===== config.mk =====
export PLATFORM = sky130hd
export DESIGN_NAME = ultrasonic_scan_scheduler
export DESIGN_NICKNAME = d
export VERILOG_FILES = /design/src/rtl/ultrasonic_pkg.sv /design/src/rtl/echo_sync.sv /design/src/rtl/ultrasonic_scan_scheduler.sv
export SDC_FILE = /design/constraint.sdc
export NUM_CORES = 1
export LEC_CHECK = 0
export CAP_MARGIN = 20
export CORE_ASPECT_RATIO = 1.25
export CORE_UTILIZATION = 55
export CTS_CLUSTER_DIAMETER = 60
export DETAILED_ROUTE_END_ITERATION = 10
export PLACE_DENSITY = 0.77
export SETUP_SLACK_MARGIN = 0.3
export SYNTH_ARGS = -nofsm -noshare
export SYNTH_HDL_FRONTEND = slang
export SYNTH_SLANG_ARGS = --single-unit

===== constraint.sdc =====
create_clock -name clk -period 3.69 [get_ports clk]
set_clock_uncertainty 0.2 [all_clocks]
set_input_delay 0.738 -clock clk [delete_from_list [all_inputs] [get_ports clk]]
set_output_delay 0.738 -clock clk [all_outputs]
set_load 0.05 [all_outputs]

===== src/rtl/ultrasonic_pkg.sv =====
// Shared definitions for the ultrasonic scan scheduler: FSM encoding,
// tick width and default timing.
package ultrasonic_pkg;

  localparam int TICK_W = 24;

  localparam int DEF_NUM_SENSORS    = 4;
  localparam int DEF_TRIG_CYCLES    = 500;        // 10 us at 50 MHz
  localparam int DEF_TIMEOUT_CYCLES = 1_250_000;
  localparam int DEF_GAP_CYCLES     = 500_000;

  typedef logic [2:0] state_t;

  localparam state_t ST_IDLE      = 3'd0;
  localparam state_t ST_TRIG      = 3'd1;
  localparam state_t ST_WAIT_RISE = 3'd2;
  localparam state_t ST_MEASURE   = 3'd3;
  localparam state_t ST_GAP       = 3'd4;

  localparam logic [TICK_W-1:0] TICK_MAX = '1;

  function automatic logic [TICK_W-1:0] sat_inc(input logic [TICK_W-1:0] v);
    return (v == TICK_MAX) ? v : v + TICK_W'(1);
  endfunction

endpackage


===== src/rtl/echo_sync.sv =====
// Two-flop synchronizer bank for the asynchronous echo lines.
module echo_sync #(
  parameter int WIDTH = 4
) (
  input  logic             clk,
  input  logic             reset_l,
  input  logic [WIDTH-1:0] async_i,
  output logic [WIDTH-1:0] sync_o
);

  logic [WIDTH-1:0] meta_q;
  logic [WIDTH-1:0] sync_q;

  // NOTE: non-blocking assignments so each stage samples its pre-edge input.
  always_ff @(posedge clk or negedge reset_l) begin
    if (!reset_l) begin
      meta_q <= '0;
      sync_q <= '0;
    end else begin
      meta_q <= async_i;
      sync_q <= meta_q;
    end
  end

  assign sync_o = sync_q;

endmodule


===== src/rtl/ultrasonic_scan_scheduler.sv =====
// Round-robin trigger/echo scheduler for a bank of ultrasonic rangers; one
// shared timer paces trigger width, echo timeout and the inter-ping gap.
module ultrasonic_scan_scheduler
  import ultrasonic_pkg::*;
#(
  parameter int NUM_SENSORS    = DEF_NUM_SENSORS,
  parameter int TRIG_CYCLES    = DEF_TRIG_CYCLES,
  parameter int TIMEOUT_CYCLES = DEF_TIMEOUT_CYCLES,
  parameter int GAP_CYCLES     = DEF_GAP_CYCLES
) (
  input  logic                   clk,
  input  logic                   reset_l,
  input  logic                   enable,
  input  logic [NUM_SENSORS-1:0] sensor_mask,
  input  logic [NUM_SENSORS-1:0] echo,
  output logic [NUM_SENSORS-1:0] trigger,
  output logic                   result_valid,
  output logic [2:0]             result_id,
  output logic [TICK_W-1:0]      result_ticks,
  output logic                   result_timeout,
  output logic                   busy
);

  localparam int MAX_A   = (TRIG_CYCLES > GAP_CYCLES) ? TRIG_CYCLES : GAP_CYCLES;
  localparam int MAX_CYC = (MAX_A > TIMEOUT_CYCLES) ? MAX_A : TIMEOUT_CYCLES;
  localparam int TIMER_W = $clog2(MAX_CYC + 1);
  localparam int SEL_W   = $clog2(NUM_SENSORS);

  localparam logic [TIMER_W-1:0] TRIG_LAST    = TIMER_W'(TRIG_CYCLES - 1);
  localparam logic [TIMER_W-1:0] TIMEOUT_LAST = TIMER_W'(TIMEOUT_CYCLES - 1);
  localparam logic [TIMER_W-1:0] GAP_LAST     = TIMER_W'(GAP_CYCLES - 1);

  state_t               state_q, state_d;
  logic [TIMER_W-1:0]   timer_q, timer_d;
  logic [SEL_W-1:0]     sel_q, sel_d;
  logic [TICK_W-1:0]    ticks_q, ticks_d;
  logic [NUM_SENSORS-1:0] echo_s, echo_prev_q;

  logic                 res_valid_q;
  logic [SEL_W-1:0]     res_id_q;
  logic [TICK_W-1:0]    res_ticks_q;
  logic                 res_to_q;

  logic [SEL_W-1:0]     next_sel, cand;
  logic                 found;
  logic                 start, done, done_to;
  logic                 echo_sel, echo_rise;

  echo_sync #(.WIDTH(NUM_SENSORS)) u_echo_sync (
    .clk     (clk),
    .reset_l (reset_l),
    .async_i (echo),
    .sync_o  (echo_s)
  );

  // Only the selected sensor's line is ever looked at; a line already high
  // on entry to WAIT_RISE has no low-to-high edge and so is never a rise.
  assign echo_sel  = echo_s[sel_q];
  assign echo_rise = echo_s[sel_q] && !echo_prev_q[sel_q];
  assign start     = enable && (|sensor_mask);

  // First set mask bit strictly after the last served index, wrapping.
  always_comb begin
    next_sel = sel_q;
    cand     = '0;
    found    = 1'b0;
    for (int k = 1; k <= NUM_SENSORS; k++) begin
      cand = SEL_W'((int'(sel_q) + k) % NUM_SENSORS);
      if (!found && sensor_mask[cand]) begin
        next_sel = cand;
        found    = 1'b1;
      end
    end
  end

  // NOTE: every _d gets a default before the case so no path infers a latch.
  always_comb begin
    state_d = state_q;
    timer_d = timer_q + TIMER_W'(1);
    sel_d   = sel_q;
    ticks_d = ticks_q;
    done    = 1'b0;
    done_to = 1'b0;
    case (state_q)
      ST_IDLE: begin
        timer_d = '0;
        if (start) begin
          state_d = ST_TRIG;
          sel_d   = next_sel;
        end
      end
      ST_TRIG: begin
        if (timer_q == TRIG_LAST) begin
          state_d = ST_WAIT_RISE;
          timer_d = '0;
          ticks_d = '0;
        end
      end
      ST_WAIT_RISE: begin
        if (echo_rise) begin
          state_d = ST_MEASURE;
          ticks_d = TICK_W'(1);
        end
        if (timer_q == TIMEOUT_LAST) begin
          done    = 1'b1;
          done_to = 1'b1;
        end
      end
      ST_MEASURE: begin
        if (!echo_sel) begin
          done = 1'b1;
        end else begin
          ticks_d = sat_inc(ticks_q);
          if (timer_q == TIMEOUT_LAST) begin
            done    = 1'b1;
            done_to = 1'b1;
          end
        end
      end
      ST_GAP: begin
        if (timer_q == GAP_LAST) begin
          timer_d = '0;
          if (start) begin
            state_d = ST_TRIG;
            sel_d   = next_sel;
          end else begin
            state_d = ST_IDLE;
          end
        end
      end
      default: begin
        state_d = ST_IDLE;
        timer_d = '0;
      end
    endcase
    if (done) begin
      state_d = ST_GAP;
      timer_d = '0;
    end
  end

  always_ff @(posedge clk or negedge reset_l) begin
    if (!reset_l) begin
      state_q     <= ST_IDLE;
      timer_q     <= '0;
      sel_q       <= SEL_W'(NUM_SENSORS - 1);
      ticks_q     <= '0;
      echo_prev_q <= '0;
      res_valid_q <= 1'b0;
      res_id_q    <= '0;
      res_ticks_q <= '0;
      res_to_q    <= 1'b0;
    end else begin
      state_q     <= state_d;
      timer_q     <= timer_d;
      sel_q       <= sel_d;
      ticks_q     <= ticks_d;
      echo_prev_q <= echo_s;
      res_valid_q <= done;
      if (done) begin
        res_id_q    <= sel_q;
        res_ticks_q <= ticks_d;
        res_to_q    <= done_to;
      end
    end
  end

  always_comb begin
    trigger = '0;
    if (state_q == ST_TRIG) trigger[sel_q] = 1'b1;
  end

  assign busy           = (state_q != ST_IDLE);
  assign result_valid   = res_valid_q;
  assign result_id      = 3'(res_id_q);
  assign result_ticks   = res_ticks_q;
  assign result_timeout = res_to_q;

endmodule


==> results of run 1 <==
[cell families (layout without fill, tap and decap cells)]
family	after synthesis	in the layout	synth area share (%)
simple gates	186	186	21.2
compound gates	92	92	13.4
flops	90	90	48.7
buf+inv	30	78	2.97
mux	28	28	7.54
xor+xnor	24	24	4.54
fa+ha+maj	6	6	1.62
other cells	1	1	0.0810
[power by group]
group	switching, uW	leakage, uW	internal, uW
combinational	71.0	0.00106	40.1
clock	344	0.000114	449
sequential	9.02	0.00120	995
total	424	0.00237	1480
[stage by stage]
stage	total power [uW]	setup WS (ns)	instance area, um^2	cells	hold WS [ns]
2_1_floorplan	1080	1.05	4630	457	0.131
3_3_place_gp	1130	0.802	5140	586	0.132
3_5_place_dp	1130	0.718	5140	586	0.136
4_1_cts	1920	0.303	5370	602	0.154
5_1_grt	1970	0.305	5380	602	0.159
6_report	1910	0.449	5380	602	0.151
[worst min-delay path by stage]
stage / to / slack [ns] / from / cells past startpoint
after global routing: u_echo_sync.sync_o[1] / 0.16 / u_echo_sync.meta_q[1] / 0
final: u_echo_sync.sync_o[1] / 0.15 / u_echo_sync.meta_q[1] / 0
after detailed placement: u_echo_sync.sync_o[0] / 0.14 / u_echo_sync.meta_q[0] / 0
after CTS: u_echo_sync.sync_o[1] / 0.15 / u_echo_sync.meta_q[1] / 0
after global placement: u_echo_sync.sync_o[1] / 0.13 / u_echo_sync.meta_q[1] / 0
after floorplan: u_echo_sync.sync_o[0] / 0.13 / u_echo_sync.meta_q[0] / 0
[per-layer routing]
metal	vias up	track usage (%)	part of all wire, %
li1	1755	-	-
met5	-	0	0
met1	1832	31.4	41
met2	116	45.0	52
met4	0	12.7	3.1
met3	31	4.50	4.2
[critical path, delay by kind of cell, from the launching register on]
| kind | cells | cell delay, ns |
|---|---|---|
| and+or+nand+nor | 2 | 0.43 |
| buffers and inverters | 2 | 1.00 |
| DFF | 1 | 0.50 |
[repair_timing]
item / 4_1_cts / 5_1_grt
gates resized for setup: 0 / 1
setup endpoints to repair: 0 / 4
buffers inserted: 0 / 0
[layout by cell type, fill, tap and decap left out, types with 3 or more instances in the layout]
cell type,instances
o211ai_1,5
a31o_2,5
buf_4,7
nor4_1,6
o31ai_1,3
and3_1,12
xnor2_1,9
and2_1,6
a21oi_1,16
mux2_2,15
nand2_1,42
and4_1,5
xor2_1,15
mux4_2,4
nor3_1,8
dfrtp_1,88
clkdlybuf4s50_1,42
nand3_1,13
a31oi_1,16
ha_1,6
mux2i_1,9
nand2b_1,3
nand4b_1,5
o41ai_1,3
clkbuf_8,9
a22o_1,4
nor2_1,51
inv_1,11
nand4_1,14
nor2b_1,3
a41oi_1,3
bufinv_16,3
o21ai_0,20
or3_1,5
[state kept, by name, summed over array words and instances (netlist names)]
register,count
result_ticks,24
ticks_q,24
timer_q,21
echo_prev_q,4
u_echo_sync.meta_q,4
u_echo_sync.sync_o,4
state_q,3
res_id_q,2
sel_q,2
result_timeout,1
result_valid,1
[cell type report]
type	instances	area, um^2
Multi-Input combinational cell	337	2240
Clock inverter	5	103
Tap cell	97	121
Fill cell	678	2820
Clock buffer	11	131
Sequential cell	90	2250
Inverter	13	48.8
Timing Repair Buffer	49	473
==> metrics.md, run 1 <==
| Metric | Value |
|---|---|
| CP cell instances | `inv_1 -> nor3_2 -> and2_1 -> clkdlybuf4s50_1` |
| Fmax | `between 0.3 and 0.4 GHz` |
| Arr. time, crit path | `2.30 ns` |
| Gpl congestion | `0.958` |
| Outcome | `finished with violations` |
| Global route overflow | `0` |
| Worst Setup Path Type | `flop to output pin` |
| Reg-to-reg endpoint | `result_ticks[16]` |
| EDFF count, synth | `0` |
| First DRT Iteration DRCs | `253` |
| ANT cells | `0` |
| Worst r2r path cells | `7` |
| Chip height | `105 um` |
| Final net count | `517` |
| Slew @ Worst Pin | `0.699 ns` |
| Area contributors post-synth | `dfrtp_1 (48%), nor2_1 (4.1%), mux2_2 (3.6%)` |
| Hold Buf Count CTS | `0` |
| Sequential element share of the synthesized area | `between 40% and 50%` |
| Layout cells sized above 1 | `approximately 12%` |
| Clock buffer depth | `2` |
| DRC violations left | `4` |
| Gate Count Post-Synth | `around 460` |
| Post-Syn Nets | `about 470` |
| Core Rows | `37` |
| Worst-path fanout max | `9` |
| GRT Total Usage | `a little over a quarter` |
| Core area | `about 0.0082 mm^2` |
| Main flop type after synthesis | `dfrtp_1` |
| Clk sinks | `90` |
| Leak | `0.00237 uW` |
| Final period utilization | `87.8%` |
| CP Capture Type | `output pin` |
| Failing checks | `DRC` |
| # setup viols final | `0` |
| First-pass GRT wire length | `roughly 18,000 um` |
| Total Routed Length | `10,600 um` |
| Max-slew headroom | `52.2%` |
| Antenna violations before repair | `0` |
| Vias | `3,734` |
| TritonCTS clock tree | `done` |
| Count leader, synth | `dfrtp_1` |
| Critical path origin | `state_q[0]` |
| TNS Setup | `0 ns` |
| Synth top area share | `47.5%` |
| YS warnings | `0` |
| R2r setup slk | `0.71 ns` |
| Max-slew violation count | `0` |
| I/O Pins | `45` |
| Synth cell count leaders | `dfrtp_1 (88), nor2_1 (51), nand2_1 (42), o21ai_0 (20)` |
| Clock Tree Root | `clkbuf_8` |
| RSZ-0062 raised after global routing | `no` |
| Port bufs | `43` |
| Post-synth ARST share | `100%` |
| Avg WL per Cell | `approximately 18 um` |
| Area Growth Syn to Fin | `16.1%` |
| Die width | `84.1 um` |
| Mapped Area | `0.00463 mm^2` |
| Slowest library cell on the worst path | `clkdlybuf4s50_1` |
| Final core utilization | `65.6%` |
| Initial Util | `56.5%` |
| Area of the die | `0.00879 mm^2` |
| Hold Vio Cnt, Final | `0` |
| TritonCTS Buffers | `9` |
| Synth area leader | `dfrtp_1` |
| Worst-path clk slew | `0.09 ns` |
| Period minus WS final | `3.24 ns` |
| Netlist cell types | `60` |
| Power Density | `355 mW/mm^2` |
| DR pass1 iterations | `8` |
| Worst-skew pair later-pin latency | `0.37 ns` |
| Vias in the first global route | `3,730` |
| Setup crit end | `trigger[3]` |
| Remaining antenna violation count | `0` |
| Startpoint Class | `flop` |
| Mean cell area of the mapped netlist | `10.1 um^2` |
| CP required | `2.75 ns` |
| VDD IR max | `about 0.26 mV` |
| H-tree depth | `3` |
| Vias per std cell | `6.20` |
| Final HPWL DP | `7450 um` |
| Largest net degree at the start of global routing | `50` |
| R2r startpoint | `ticks_q[0]` |
| Seq cells post-synth | `90` |
| Worst Hold Class | `flop to flop` |
| Number of max-cap violations | `0` |
| Critical path's largest stage delay | `0.80 ns` |
Power figures use the tool's default switching activity.
==> run 2, diff against run 1 <==
--- a/config.mk
+++ b/config.mk
@@ -14,4 +14,5 @@
 export SETUP_SLACK_MARGIN = 0.3
 export SYNTH_ARGS = -nofsm -noshare
 export SYNTH_HDL_FRONTEND = slang
+export SYNTH_HIERARCHICAL = 1
 export SYNTH_SLANG_ARGS = --single-unit
==> metrics.md, run 2 <==
| Metric | Value |
|---|---|
| Worst-skew pair later-pin latency | `0.37 ns (about the same)` |
| Remaining antenna violation count | `0 (unchanged)` |
| Clk sinks | `90 (unchanged)` |
| EDFF count, synth | `0 (unchanged)` |
| Final period utilization | `81.9% (-5.9 points)` |
| Worst-path fanout max | `9 (unchanged)` |
| Area Growth Syn to Fin | `16.5%` |
| Final core utilization | `65.8% (+0.21 points)` |
| Count leader, synth | `dfrtp_1` |
| Max-slew headroom | `56.6% (+4.4 points)` |
| Clock buffer depth | `2 (unchanged)` |
| ANT cells | `0 (unchanged)` |
| Worst r2r path cells | `7 (unchanged)` |
| Arr. time, crit path | `2.08 ns (-0.22 ns)` |
| Synth top area share | `47.5% (unchanged)` |
| First-pass GRT wire length | `17,800 um (about the same)` |
| Reg-to-reg endpoint | `result_ticks[16]` |
| Avg WL per Cell | `17.7 um (+0.71%)` |
| Design Area, Final | `0.00539 mm^2 (+0.33%)` |
| Max-slew violation count | `0 (unchanged)` |
| Setup crit end | `trigger[0]` |
| Fillers | `682 (+0.59%)` |
| GRT Total Usage | `26.0% (about the same)` |
| Clock share of power | `39.7% (-1.9 points)` |
| Worst-path clk slew | `0.09 ns (about the same)` |
| Seq cells post-synth | `90 (unchanged)` |
| Clock Tree Root | `clkbuf_8` |
| Synth area leader | `dfrtp_1` |
| Global route overflow | `0 (unchanged)` |
| Most frequent cells in the layout | `dfrtp_1 (88), nor2_1 (51), nand2_1 (42)` |
| VDD IR max | `0.287 mV (+8.8%)` |
| Vias in the first global route | `3,717 (-0.35%)` |
| Reg power frac | `54.2% (+1.6 points)` |
| Outcome | `finished with violations` |
| Switching Fraction | `22.6% (+0.35 points)` |
| Sequential element share of the synthesized area | `48.7% (unchanged)` |
| TritonCTS clock tree | `done` |
| R2r startpoint | `ticks_q[0]` |
| Setup bufs post-CTS | `0 (unchanged)` |
| Vias per std cell | `6.33 (+2.0%)` |
| R2r setup slk | `0.74 ns (+0.03 ns)` |
| Comb pwr share | `6.1% (+0.3 points)` |
| TritonCTS Buffers | `9 (unchanged)` |
| Startpoint Class | `flop` |
| Mapped Area | `0.00463 mm^2 (unchanged)` |
| Final HPWL DP | `7380 um (-0.95%)` |
| Area contributors post-synth | `dfrtp_1 (48%), nor2_1 (4.1%), mux2_2 (3.6%)` |
| Internal | `1430 uW (-3.4%)` |
| I/O Pins | `45 (unchanged)` |
| Critical path origin | `state_q[0]` |
| Hold Buf Count CTS | `0 (unchanged)` |
| Post-synth ARST share | `100% (unchanged)` |
| Number of max-cap violations | `0 (unchanged)` |
| Area of the die | `0.00879 mm^2 (unchanged)` |
| Power Density | `343 mW/mm^2 (-3.3%)` |
| RSZ-0062 raised after global routing | `no` |
| Post_cts resized | `0 (unchanged)` |
| Gate Count Post-Synth | `457 (unchanged)` |
| YS warnings | `6 (+6)` |
| H-tree depth | `3 (unchanged)` |
| Total Routed Length | `10,700 um (+0.88%)` |
| Synth cell count leaders | `dfrtp_1 (88), nor2_1 (51), nand2_1 (42), o21ai_0 (20)` |
| Die width | `84.1 um (unchanged)` |
| Netlist cell types | `60 (unchanged)` |
| Period minus WS final | `3.02 ns (-0.220 ns)` |
| Core Rows | `37 (unchanged)` |
| Hold Vio Cnt, Final | `0 (unchanged)` |
| Failing checks | `DRC` |
| Worst Setup Path Type | `flop to output pin` |
| Port bufs | `43 (unchanged)` |
| Slew @ Worst Pin | `0.643 ns (-0.0566 ns)` |
| Dpl cell area | `0.00514 mm^2 (unchanged)` |
| Layout cells sized above 1 | `12.6% (+0.17 points)` |
| # setup viols final | `0 (unchanged)` |
| Fmax | `0.331 GHz (+7.3%)` |
| DRC violations left | `12 (+8)` |
| Main flop type after synthesis | `dfrtp_1` |
| DR pass1 iterations | `8 (unchanged)` |
| Worst Hold Class | `input pin to asynchronous set/reset pin` |
| Largest net degree at the start of global routing | `91 (+82%)` |
| Final net count | `518 (+0.19%)` |
| Gpl congestion | `0.954 (-0.39%)` |
| First DRT Iteration DRCs | `235 (-7.1%)` |
| Antenna violations before repair | `0 (unchanged)` |
| Core area | `0.00819 mm^2 (unchanged)` |
| Mean cell area of the mapped netlist | `10.1 um^2 (unchanged)` |
| Commonest non-fill, non-tap cell in the layout | `dfrtp_1` |
| CP required | `2.75 ns (about the same)` |
| Chip height | `105 um (unchanged)` |
| Initial Util | `56.5% (unchanged)` |
| Sw Pwr | `418 uW (-1.4%)` |
| Vias | `3,816 (+2.2%)` |
| TNS Setup | `0 ns (unchanged)` |
| Post-Syn Nets | `474 (unchanged)` |
| Leak | `0.00244 uW (+2.7%)` |
| CP Capture Type | `output pin` |
==> run 2: cell counts after synthesis <==
Identical to the previous run, type by type.
==> run 2: critical path, stage by stage (launching register included) <==
cell and delay (ns):
dfrtp_1 0.50, inv_1 0.18, nor3_1 0.38, and2_1 0.21, dlymetal6s2s_1 0.44
==> run 2: kinds of logic (layout without fill, tap and decap cells) <==
kind of cell	count (synthesis)	count (layout)	synth area share [%]
flops	90	90	48.7
other cells	1	1	0.0810
buf+inv	30	79	2.97
mux	28	28	7.54
simple gates	186	186	21.2
fa+ha+maj	6	6	1.62
xor+xnor	24	24	4.54
compound gates	92	92	13.4
==> run 2: final cells by class <==
class	count	area (um^2)	area share, %
clock buffers	11	141	2.62
inverters	13	48.8	0.905
flip-flops and latches	90	2250	41.8
multi-input cells	337	2240	41.5
clock inverters	5	77.6	1.44
well taps	97	121	2.25
repair buffers	50	510	9.46
==> run 2: routing by layer <==
metal  track usage (%)  vias to the layer above  share of wire [%]
met4              12.9                        0                2.3
met3              5.85                       26                5.3
met5                 0                        -                  0
li1                  -                     1761                  -
met2              44.1                      116                 53
met1              31.1                     1913                 39
==> run 2: per-stage QoR <==
step	cells	power, uW	hold WS (ns)	setup WS [ns]
2_1_floorplan	457	1080	0.131	1.05
3_3_place_gp	586	1130	0.132	0.798
3_5_place_dp	586	1130	0.137	0.747
4_1_cts	602	1870	0.155	0.328
5_1_grt	603	1930	0.162	0.553
6_report	603	1850	0.140	0.668
==> run 2: worst min path at each step <==
stage	depth (start not counted)	end	slack, ns
after floorplan	0	u_echo_sync/sync_o[0]	0.13
after global placement	0	u_echo_sync/sync_o[1]	0.13
after detailed placement	0	u_echo_sync/sync_o[1]	0.14
after CTS	0	u_echo_sync/sync_o[1]	0.16
after global routing	0	u_echo_sync/sync_o[1]	0.16
final	1	result_ticks[14]	0.14
==> run 2: power by group through the flow <==
stage                     Clock (uW)  Combinational (uW)  Sequential (uW)
after floorplan                    0                65.9             1020
after global placement             0                 106             1020
after detailed placement           0                 109             1020
after CTS                        754                 110             1000
after global routing             797                 123             1010
final                            735                 113             1000
